**config.mk**
```make
export PLATFORM = sky130hd
export DESIGN_NAME = dma
export DESIGN_NICKNAME = d
export VERILOG_FILES = /design/src/rtl/dma.sv
export SDC_FILE = /design/constraint.sdc
export NUM_CORES = 1
export LEC_CHECK = 0
export CAP_MARGIN = 30
export CORE_MARGIN = 4
export CORE_UTILIZATION = 53
export CTS_BUF_LIST = sky130_fd_sc_hd__clkbuf_2
export CTS_CLUSTER_DIAMETER = 80
export CTS_CLUSTER_SIZE = 20
export DETAILED_ROUTE_END_ITERATION = 10
export PLACE_DENSITY = 0.82
export SLEW_MARGIN = 20
export SYNTH_ARGS = -nofsm -noshare
export SYNTH_HDL_FRONTEND = slang
export SYNTH_SLANG_ARGS = --single-unit
```
**constraint.sdc**
```tcl
create_clock -name clk -period 2.46 [get_ports clk]
set_clock_uncertainty 0.1 [all_clocks]
set_input_delay 0.246 -clock clk [delete_from_list [all_inputs] [get_ports clk]]
set_output_delay 0.246 -clock clk [all_outputs]
set_load 0.02 [all_outputs]
```
**src/rtl/dma.sv**
```systemverilog
// Purpose : single-channel memory-to-memory word DMA engine for the ECO32 bus (responder + initiator).
// Latency : responder access 0 wait states; 2 cycles per word (RD, WR), 1 per word in fill mode.
// Backpres: initiator outputs are registered and held while m_wt=1; every wait cycle stalls the FSM one cycle.
//
// Ports:
//   clk, reset_n              system clock, async active-low reset
//   en, wr, addr, data_in     responder select/strobe/register select/write data
//   data_out, wt              responder read data (combinational register mux), wait (always 0)
//   irq                       registered DONE & IEN
//   m_en, m_wr, m_size,
//   m_addr, m_data_out        initiator request, direction, size (word), address, write data
//   m_data_in, m_wt           initiator read data, wait
//
// Optional feature: define DMA_FILL_EN to enable CTRL.FILL (pattern fill from SRC, no reads).
module dma #(
  parameter int CNT_W = 16
) (
  input  logic             clk,
  input  logic             reset_n,
  input  logic             en,
  input  logic             wr,
  input  logic [3:2]       addr,
  input  logic [31:0]      data_in,
  output logic [31:0]      data_out,
  output logic             wt,
  output logic             irq,
  output logic             m_en,
  output logic             m_wr,
  output logic [1:0]       m_size,
  output logic [31:0]      m_addr,
  output logic [31:0]      m_data_out,
  input  logic [31:0]      m_data_in,
  input  logic             m_wt
);

  typedef enum logic [1:0] {
    S_IDLE = 2'd0,
    S_RD   = 2'd1,
    S_WR   = 2'd2
  } state_t;

  state_t             r_state;
  state_t             w_state_nxt;

  // SRC keeps all 32 bits so a fill pattern can use the low bits; they are
  // masked off on reads and on the bus address.
  logic [31:0]        r_src;
  logic [31:2]        r_dst;
  logic [CNT_W-1:0]   r_cnt;
  logic [31:0]        r_buf;
  logic               r_ien;
  logic               r_done;
  logic               r_irq;
  logic               r_m_en;
  logic               r_m_wr;
  logic [31:0]        r_m_addr;

  logic [31:0]        w_src_nxt;
  logic [31:2]        w_dst_nxt;
  logic [CNT_W-1:0]   w_cnt_nxt;
  logic [31:0]        w_buf_nxt;
  logic [31:0]        w_src_rd;

  logic               w_busy;
  logic               w_wr_ctrl;
  logic               w_start;
  logic               w_go;
  logic               w_rd_done;
  logic               w_wr_done;
  logic               w_set_done;
  logic               w_fill_req;   // FILL bit of the CTRL write carrying START
  logic               w_fill_on;    // fill mode of the running transfer
  logic               w_fill_bit;   // CTRL bit3 read value

`ifdef DMA_FILL_EN
  logic               r_fill;

  assign w_fill_req = data_in[3];
  assign w_fill_on  = r_fill;
  assign w_fill_bit = r_fill;
  assign w_src_rd   = {r_src[31:2], 2'b00};

  // FILL is frozen while a transfer runs so the FSM loop cannot change mid-flight.
  always_ff @(posedge clk or negedge reset_n) begin
    if (!reset_n) begin
      r_fill <= 1'b0;
    end else if (w_wr_ctrl && !w_busy) begin
      r_fill <= data_in[3];
    end
  end
`else
  assign w_fill_req = 1'b0;
  assign w_fill_on  = 1'b0;
  assign w_fill_bit = 1'b0;
  // Low bits are never written in this build, so the register reads directly.
  assign w_src_rd   = r_src;
`endif

  assign w_busy    = (r_state != S_IDLE);
  assign w_wr_ctrl = en && wr && (addr == 2'd3);
  assign w_start   = w_wr_ctrl && data_in[0];

  // ---------------------------------------------------------------- FSM
  always_ff @(posedge clk or negedge reset_n) begin
    if (!reset_n) begin
      r_state <= S_IDLE;
    end else begin
      r_state <= w_state_nxt;
    end
  end

  always_comb begin
    w_state_nxt = r_state;
    w_go        = 1'b0;
    w_rd_done   = 1'b0;
    w_wr_done   = 1'b0;
    w_set_done  = 1'b0;
    case (r_state)
      S_IDLE: begin
        // START is only decoded here, which is what makes it ignored while BUSY.
        if (w_start) begin
          if (r_cnt == '0) begin
            w_set_done = 1'b1;
          end else begin
            w_go        = 1'b1;
            w_state_nxt = w_fill_req ? S_WR : S_RD;
          end
        end
      end
      S_RD: begin
        if (!m_wt) begin
          w_rd_done   = 1'b1;
          w_state_nxt = S_WR;
        end
      end
      S_WR: begin
        if (!m_wt) begin
          w_wr_done = 1'b1;
          if (r_cnt == CNT_W'(1)) begin
            w_state_nxt = S_IDLE;
            w_set_done  = 1'b1;
          end else begin
            w_state_nxt = w_fill_on ? S_WR : S_RD;
          end
        end
      end
      default: w_state_nxt = S_IDLE;
    endcase
  end

  // ----------------------------------------------------------- datapath
  always_comb begin
    w_src_nxt = r_src;
    w_dst_nxt = r_dst;
    w_cnt_nxt = r_cnt;
    w_buf_nxt = r_buf;

    if (en && wr && !w_busy) begin
      case (addr)
`ifdef DMA_FILL_EN
        2'd0:    w_src_nxt = data_in;
`else
        2'd0:    w_src_nxt = {data_in[31:2], 2'b00};
`endif
        2'd1:    w_dst_nxt = data_in[31:2];
        2'd2:    w_cnt_nxt = data_in[CNT_W-1:0];
        default: ;
      endcase
    end

    if (w_rd_done) begin
      w_buf_nxt = m_data_in;
    end

    // Fill transfers never read: the pattern is loaded once at START.
    if (w_go && w_fill_req) begin
      w_buf_nxt = r_src;
    end

    if (w_wr_done) begin
      if (!w_fill_on) begin
        w_src_nxt = r_src + 32'd4;
      end
      w_dst_nxt = r_dst + 30'd1;
      if (r_cnt != '0) begin
        w_cnt_nxt = r_cnt - CNT_W'(1);
      end
    end
  end

  always_ff @(posedge clk or negedge reset_n) begin
    if (!reset_n) begin
      r_src    <= '0;
      r_dst    <= '0;
      r_cnt    <= '0;
      r_buf    <= '0;
      r_ien    <= 1'b0;
      r_done   <= 1'b0;
      r_irq    <= 1'b0;
      r_m_en   <= 1'b0;
      r_m_wr   <= 1'b0;
      r_m_addr <= '0;
    end else begin
      r_src <= w_src_nxt;
      r_dst <= w_dst_nxt;
      r_cnt <= w_cnt_nxt;
      r_buf <= w_buf_nxt;

      if (w_wr_ctrl) begin
        r_ien <= data_in[1];
      end

      // Completion beats a simultaneous DONE-clear.
      if (w_set_done) begin
        r_done <= 1'b1;
      end else if (w_wr_ctrl && data_in[2]) begin
        r_done <= 1'b0;
      end

      r_irq <= r_done && r_ien;

      // Bus outputs are computed from the next state/addresses so they are
      // plain flops: stable during waits, and m_en stays high between words.
      r_m_en   <= (w_state_nxt != S_IDLE);
      r_m_wr   <= (w_state_nxt == S_WR);
      r_m_addr <= (w_state_nxt == S_WR) ? {w_dst_nxt, 2'b00}
                                        : {w_src_nxt[31:2], 2'b00};
    end
  end

  // ---------------------------------------------------------- responder
  always_comb begin
    data_out = '0;
    case (addr)
      2'd0:    data_out = w_src_rd;
      2'd1:    data_out = {r_dst, 2'b00};
      2'd2:    data_out = 32'(r_cnt);
      default: data_out = {28'd0, w_fill_bit, r_done, r_ien, w_busy};
    endcase
  end

  assign wt         = 1'b0;
  assign irq        = r_irq;
  assign m_en       = r_m_en;
  assign m_wr       = r_m_wr;
  assign m_size     = 2'b10;
  assign m_addr     = r_m_addr;
  assign m_data_out = r_buf;

endmodule

```
==> results of run 1 <==
==> per-stage QoR <==
stage	hold WS, ns	total power, mW	std cells	TNS, ns
finish	0.0239	13.3	1398	0
global placement	0.117	11.2	1303	-0.0674
CTS	0.000106	12.8	1382	0
detailed placement	0.120	11.4	1303	-0.146
global route	-0.0159	14.0	1398	-0.0657
floorplan	-0.150	8.17	887	0
==> flip-flops by register name, summed over array words and instances (netlist names), 2 cells and up <==
signal	flops
r_src	30
m_data_out	32
m_addr	30
r_state	2
r_dst	30
r_cnt	16
==> layout by cell type (no fill, tap or decap), drive strengths merged, types with 6 or more instances in the layout <==
cell type / instances
clkinvlp: 7
nor2: 90
mux2: 45
o22ai: 10
and2: 8
nand2: 65
and3: 16
dlygate4sd2: 15
o31ai: 8
o21ai: 35
dlymetal6s2s: 10
or3: 9
nor4: 17
clkbuf: 18
a31oi: 9
nand4: 25
inv: 23
a21oi: 44
dfrtp: 145
a211oi: 11
dlygate4sd3: 39
and4: 13
buf: 135
mux2i: 44
o21a: 6
nand3: 34
o221a: 8
nor3: 49
or4: 8
clkdlybuf4s50: 139
==> what timing repair did <==
action | CTS | global route
setup endpoints to repair | 24 | 33
buffers inserted | 9 | 14
hold buffers | 38 | 2
hold endpoints to repair | 181 | 2
resized for setup | 33 | 24
pin swaps | 0 | 0
==> power breakdown <==
| group | total, mW | leakage [nW] | internal [mW] | switching [mW] |
|---|---|---|---|---|
| Combinational | 7.46 | 3.27 | 3.48 | 3.98 |
| Sequential | 4.47 | 1.63 | 3.51 | 0.954 |
| Clock | 1.38 | 0.113 | 0.370 | 1.01 |
==> cells in the mapped netlist, drive strengths merged (9+ instances only) <==
cell type,instances
a21oi,44
a211oi,11
o22ai,10
nand4,25
nor4,17
a31oi,9
buf,35
nor2,90
and4,13
and3,16
or3,9
clkbuf,36
mux2i,44
nand2,65
nand3,34
o21ai,35
inv,19
nor3,49
dfrtp,145
mux2,45
==> critical path, cell delays in order, from the launching register on <==
cell	delay [ns]
dfrtp_1	0.46
mux2i_1	0.09
nor2_1	0.10
clkdlybuf4s50_1	0.62
==> routing by layer <==
metal	part of all wire	wire length, microns	GRT usage
met2	0.48	14100	0.541
met4	0.037	1100	0.132
met3	0.11	3170	0.0779
met5	0	0	0
met1	0.38	11300	0.424
==> final timing paths <==
path,end,from,cells past startpoint,slack (ns)
worst min register to register,m_data_out[3],m_data_out[3],1,0.45
worst min-delay path,r_src[28],data_in[28],3,0.02
worst max-delay path,data_out[22],r_src[22],3,0.07
worst max register to register,m_addr[23],r_src[15],6,0.09
max in group asynchronous,r_dst[27],reset_n,4,1.50
min in group asynchronous,m_data_out[23],reset_n,4,0.42
==> layout make-up <==
type                       instances  share of cell area
clock buffer                      17             0.00726
clock inverter                    15              0.0115
inverter                          19             0.00609
multi-input combinational        652               0.370
sequential                       145               0.312
tap                              211              0.0225
timing repair buffer             339               0.271
==> logic make-up after synthesis <==
group | Yosys count | synth area share
other | 2 | 0.000907
muxes | 90 | 0.117
AOI/OAI and AO/OA | 193 | 0.163
xor gates and xnor gates | 3 | 0.00317
buffers and inverters | 90 | 0.0477
adders and majority gates | 5 | 0.00755
and+or+nand+nor | 356 | 0.222
DFF | 145 | 0.438
==> results.toml, run 1 <==
[status]
status = "complete, no violations"

[clock_tree]
htreeDepth = 4
cts_root_buffer = "clkbuf_2"
clock_sinks = 145
numCtsBuffers = 17
clock_path_buffers = 2
cts_tree = "yes"
clk_latency_ns = 0.78
cts.reportedPaths.clkPinSlew_ns = 0.25

[layout]
diodes = 0
drive_above_1_share = 0.222
fill_cells = 1019
multiInputGateArea_sq_um = 4330
fin_util = 0.768
final_cell_area_sq_um = 11700
nets = 1250
seqCellArea_sq_um = 3650
area_delta_synth_final_pct = 41.5

[drt]
routed_wl_microns = 29700
first_pass_iters = 9
viasPerCell = 6.34
vias = 8862
drtIter0Drc = 1241
drc = 0
ant_nets = 0
avgRoutedWirePerCell_microns = 21.2

[floorplanning]
dieHeight_microns = 133
io_pins = 173
start_util = 0.543
core_area_sq_um = 15300
rows = 45
die_area_sq_um = 17700
die_w_microns = 133

[global_routing]
antenna_found_initial = 0
grt_first_pass_wirelength_microns = 46600
first_global_vias = 8640
grt_usage = 0.330
grt-ovfl-total = 0
grt_max_degree = 54

[synthesis]
syn_avg_cell_area_sq_um = 9.37
synth_edf_count = 0
synthCells = 884
async_flop_share = 1.00
netlist_area_sq_um = 8280
ys_seq_area_frac = 0.438
synth_cell_types = 73
synth_top_area_cell = "dfrtp_1"
synth_top_area_share = 0.438
synth_seq_cells = 145
ys_warn_count = 0
synthFlopType = "dfrtp_1"
netlist_top_cells_area = "dfrtp_1 44%, mux2_2 6.0%, mux2i_1 5.3%"

[sta]
tightest_slew_ns = 0.529
period_share = 0.972
setup_viol = 0
hold_viol = 0
finalMaxSlewViolations = 0
fmax_mhz = 418
slew_headroom = 0.648
fin_ws_ns = 0.0682
period_needed_ns = 2.39

[setup_path]
required_ns = 2.11
cp.arrival_ns = 2.05
start_kind = "flop"
crit_fanout = 2
path_class = "flop to primary output"
worstSetupEndpointType = "primary output"

[place]
pre_cts_ws_ns = -0.0898
hpwlAfterDp_microns = 20600
gp_congestion = 0.996
port_buffers = 167
post_dp_cell_area_sq_um = 10800

[min_path]
hold_class = "input port to flop"

[power_and_ir_drop]
static-leakage-power_nw = 5.02
vdd_drop_max_mv = 0.922
p_per_area_nw_per_um2 = 1140

[job]
drv_cap = 0
Note: power is estimated with default switching activity, not from simulation.
==> inputs of run 2 (changes only) <==
--- a/config.mk
+++ b/config.mk
@@ -7,12 +7,13 @@
 export LEC_CHECK = 0
 export CAP_MARGIN = 30
 export CORE_MARGIN = 4
-export CORE_UTILIZATION = 53
+export CORE_UTILIZATION = 55
 export CTS_BUF_LIST = sky130_fd_sc_hd__clkbuf_2
 export CTS_CLUSTER_DIAMETER = 80
 export CTS_CLUSTER_SIZE = 20
 export DETAILED_ROUTE_END_ITERATION = 10
-export PLACE_DENSITY = 0.82
+export DONT_BUFFER_PORTS = 1
+export PLACE_DENSITY = 0.7
 export SLEW_MARGIN = 20
 export SYNTH_ARGS = -nofsm -noshare
 export SYNTH_HDL_FRONTEND = slang
==> results.toml, run 2 (synthesis gave the netlist of run 1 again) <==
[clock_tree]
numCtsBuffers = 17
htreeDepth = 4
cts_root_buffer = "clkbuf_2"
clock_sinks = 145
cts.reportedPaths.clkPinSlew_ns = 0.24
cts_tree = "yes"
clock_path_buffers = 2
clk_latency_ns = 0.75

[power_and_ir_drop]
p_per_area_nw_per_um2 = 1160
vdd_drop_max_mv = 0.661
static-leakage-power_nw = 4.18
total_power_mw = 11.6

[global_routing]
first_global_vias = 7934
use_met1 = 0.431
grt_first_pass_wirelength_microns = 43400
grt-ovfl-total = 0
grt_usage = 0.329
gr-max-usage-layer = "met2"
antenna_found_initial = 1
grt_max_degree = 146
use_met3 = 0.0935
use_met2 = 0.501

[sta]
tns_ns = 0
period_share = 0.970
tightest_slew_ns = 0.721
fin_ws_ns = 0.0734
setup_viol = 0
fmax_mhz = 419
rsz0062_at_grt = "no"
hold_viol = 145
slew_headroom = 0.514
finalMaxSlewViolations = 0
holdWs_ns = -0.965
period_needed_ns = 2.39

[layout]
final_common_cell = "dfrtp_1"
fill_cells = 1158
final_cell_area_sq_um = 10100
largest_reg_flops = 32
nets = 1079
drive_above_1_share = 0.182
mostFrequentLayoutCells = "144 x dfrtp_1, 91 x dlygate4sd3_1, 88 x nor2_1"
area_delta_synth_final_pct = 21.4

[floorplanning]
start_util = 0.566
core_area_sq_um = 14600
io_pins = 173
rows = 44
dieHeight_microns = 131
die_w_microns = 131
die_area_sq_um = 17100

[drt]
avgRoutedWirePerCell_microns = 23.3
vias = 8077
routed_wl_microns = 28000
drtIter0Drc = 849
ant_nets = 0
viasPerCell = 6.73
drc = 0
first_pass_iters = 6

[min_path]
hold_class = "input port to async pin"

[setup_path]
r2r_slack_ns = 0.07
cpPeakStageDelay_ns = 0.55
r2r-end = "r_cnt[10]"
path_cells = "nor4_1 > and4_1 > a21oi_1 > buf_4 > a32o_1 > a221o_1"
required_ns = 3.01
r2r_start = "r_cnt[4]"
start_kind = "flop"
reg2reg_depth = 6
cp_slowest_cell = "nor4_1"
crit_fanout = 12
path_class = "flop to flop"
cp.arrival_ns = 2.94
worstSetupEndpointType = "flop"
critPathLaunch = "r_cnt[4]"

[place]
pre_cts_ws_ns = 0.0272
port_buffers = 0
post_dp_cell_area_sq_um = 8790
hpwlAfterDp_microns = 18800
gp_congestion = 0.991

[status]
violations = "hold timing"
status = "finished, violations left"

[job]
drv_cap = 0
## run 2: layout make-up
class	count	area, sq um	area share
clock inverter	14	158	0.0157
sequential	145	3630	0.361
multi-input combinational	652	4320	0.430
timing repair buffer	168	1560	0.155
tap	184	230	0.0229
clock buffer	17	85.1	0.00846
inverter	19	71.3	0.00709
antenna	1	2.50	0.000249
## run 2: stage by stage
stage / util / instances
after detailed placement: 0.600 / 1069
after CTS: 0.676 / 1186
after floorplan: - / 887
after global routing: 0.687 / 1200
final: 0.687 / 1200
after global placement: 0.600 / 1069
## run 2: how the worst max path moves through the flow
| stage | endpoint | slack, ns | cells past startpoint |
|---|---|---|---|
| CTS | m_addr[20] | 0.008 | 6 |
| floorplan | m_addr[20] | 0.21 | 8 |
| finish | r_cnt[10] | 0.07 | 6 |
| global route | m_data_out[28] | 0.007 | 5 |
| global placement | m_addr[31] | 0.17 | 5 |
| detailed placement | m_addr[20] | 0.03 | 6 |
## run 2: repair_timing
| item | CTS | global route |
|---|---|---|
| hold buffers | 86 | 5 |
| endpoints found under the setup margin | 0 | 21 |
| resized for setup | 0 | 15 |
| buffers inserted | 0 | 8 |
| endpoints found under the hold margin | 289 | 150 |
## run 2: metal layers
| metal | routed length, microns | vias up |
|---|---|---|
| met5 | 0 | - |
| met4 | 1050 | 0 |
| met3 | 2970 | 83 |
| met2 | 12900 | 572 |
| met1 | 11100 | 3877 |
| li1 | - | 3545 |
## run 2: worst max-delay path: cells and delay by family (launching register included)
kind | cells | cell delay, ns
AOI/OAI and AO/OA | 3 | 0.65
buffers and inverters | 1 | 0.20
and+or+nand+nor | 2 | 0.87
DFF | 1 | 0.49
## run 2: where the power goes
group / leakage [nW] / internal (mW) / switching, mW
clock: 0.133 / 0.477 / 0.967
sequential: 1.65 / 3.48 / 1.85
combinational: 2.40 / 2.20 / 2.65
total: 4.18 / 6.16 / 5.47
==> inputs of run 3 (changes only) <==
--- a/config.mk
+++ b/config.mk
@@ -6,7 +6,6 @@
 export NUM_CORES = 1
 export LEC_CHECK = 0
 export CAP_MARGIN = 30
-export CORE_MARGIN = 4
 export CORE_UTILIZATION = 55
 export CTS_BUF_LIST = sky130_fd_sc_hd__clkbuf_2
 export CTS_CLUSTER_DIAMETER = 80
==> results.toml, run 3 (synthesis gave the netlist of run 1 again) <==
[setup_path]
cp.arrival_ns = 3.02
start_kind = "flop"
r2r-end = "m_data_out[10]"
required_ns = 3.03
worstSetupEndpointType = "flop"
reg2reg_depth = 5
r2r_slack_ns = 0.01
r2r_start = "r_state[1]"
path_class = "flop to flop"
crit_fanout = 32

[sta]
hold_viol = 145
setup_viol = 0
period_share = 0.995
period_needed_ns = 2.45
tightest_slew_ns = 0.731
finalMaxSlewViolations = 0
slew_headroom = 0.508
fin_ws_ns = 0.0112
fmax_mhz = 408
holdWs_ns = -1.00

[clock_tree]
cts_tree = "yes"
cts_root_buffer = "clkbuf_2"
clk_latency_ns = 0.79
cts.reportedPaths.clkPinSlew_ns = 0.29
numCtsBuffers = 17
clock_path_buffers = 2
clock_sinks = 145
htreeDepth = 4

[drt]
viasPerCell = 6.74
first_pass_iters = 7
drc = 0
routed_wl_microns = 29300
vias = 8193
ant_nets = 0
wl_met1_microns = 11700
drtIter0Drc = 970
avgRoutedWirePerCell_microns = 24.1
wl_met2_microns = 14000
dr.max_layer_used = "met4"
wl_met3_microns = 2740

[min_path]
hold_class = "input port to async pin"

[floorplanning]
dieHeight_microns = 125
core_area_sq_um = 14600
rows = 44
die_w_microns = 125
io_pins = 173
die_area_sq_um = 15600
start_util = 0.568

[place]
pre_cts_ws_ns = -0.00737
port_buffers = 0
gp_congestion = 0.963
dpl.cell_count = 1077
hpwlAfterDp_microns = 18800

[power_and_ir_drop]
p_per_area_nw_per_um2 = 1180
vdd_drop_max_mv = 0.831
static-leakage-power_nw = 4.26

[job]
drv_cap = 0

[layout]
multiInputGateArea_sq_um = 4320
mostFrequentLayoutCells = "142 x dfrtp_1, 104 x dlygate4sd3_1, 89 x nor2_1"
diodes = 0
drive_above_1_share = 0.183
area_delta_synth_final_pct = 23.4
final_common_cell = "dfrtp_1"
largest_reg_flops = 32
nets = 1094
seqCellArea_sq_um = 3630
fill_cells = 1124
final_cells = 1215

[status]
violations = "hold timing"
status = "finished, violations left"

[global_routing]
grt_usage = 0.378
antenna_found_initial = 0
grt-ovfl-total = 0
grt_max_degree = 146
grt_first_pass_wirelength_microns = 45200
first_global_vias = 8033
==> run 3: cell count changes in the layout (fill, tap and decap cells not counted), moves of 2 or more <==
cell and delta:
clkinvlp_4 -3, buf_12 +3, dlygate4sd3_1 +13, buf_6 -2
dfrtp_1 -2, inv_6 +4, dfrtp_2 +2
==> run 3: critical path, cell delays in order, from the launching register on <==
cell,delay (ns)
dfrtp_1,0.48
buf_4,0.18
nor3b_2,0.39
buf_12,0.26
mux2_2,0.36
dlygate4sd3_1,0.58
==> run 3: area by class of cell <==
class                   instances  share of cell area
multi-input cells             652               0.423
flip-flops and latches        145               0.355
repair buffers                183               0.170
well taps                     184              0.0225
clock inverters                15              0.0142
clock buffers                  17             0.00832
inverters                      19             0.00698
==> run 3: layer usage <==
metal | track usage | up-vias
li1 | - | 3561
met1 | 0.492 | 3977
met2 | 0.612 | 576
met3 | 0.0803 | 79
met4 | 0.154 | 0
met5 | 0 | -
==> run 3: metrics by stage <==
step	power [mW]	util	hold WS [ns]	cell area [sq um]	TNS [ns]
after floorplan	8.17	-	-0.150	8290	0
after global placement	9.64	0.608	-0.146	8870	-0.00113
after detailed placement	9.78	0.608	-0.146	8870	-0.00737
after CTS	11.7	0.695	-1.03	10100	0
after global routing	12.7	0.701	-1.05	10200	-0.146
final	12.1	0.701	-1.00	10200	0
==> run 3: power breakdown <==
group | total (mW) | switching, mW | leakage (nW) | internal, mW
Clock | 1.42 | 1.03 | 0.140 | 0.398
Sequential | 5.37 | 1.88 | 1.65 | 3.49
Combinational | 5.29 | 2.81 | 2.48 | 2.48
Total | 12.1 | 5.72 | 4.26 | 6.36
==> run 3: worst max-delay path by stage <==
stage,start,to,slack [ns]
final,r_state[1],m_data_out[10],0.01
after global routing,r_state[0],m_addr[10],-0.03
after global placement,r_state[0],m_addr[18],-0.001
after floorplan,r_state[0],m_addr[20],0.21
after CTS,r_state[1],m_data_out[31],0.03
after detailed placement,r_state[0],m_addr[18],-0.007
==> run 3: timing repair <==
action                                  CTS  global route
hold endpoints to repair                289           149
setup buffers                             0             2
pin swaps                                 0             1
endpoints found under the setup margin   11            51
cloned                                    0             0
hold buffers                            103             1
resized for setup                         2            15
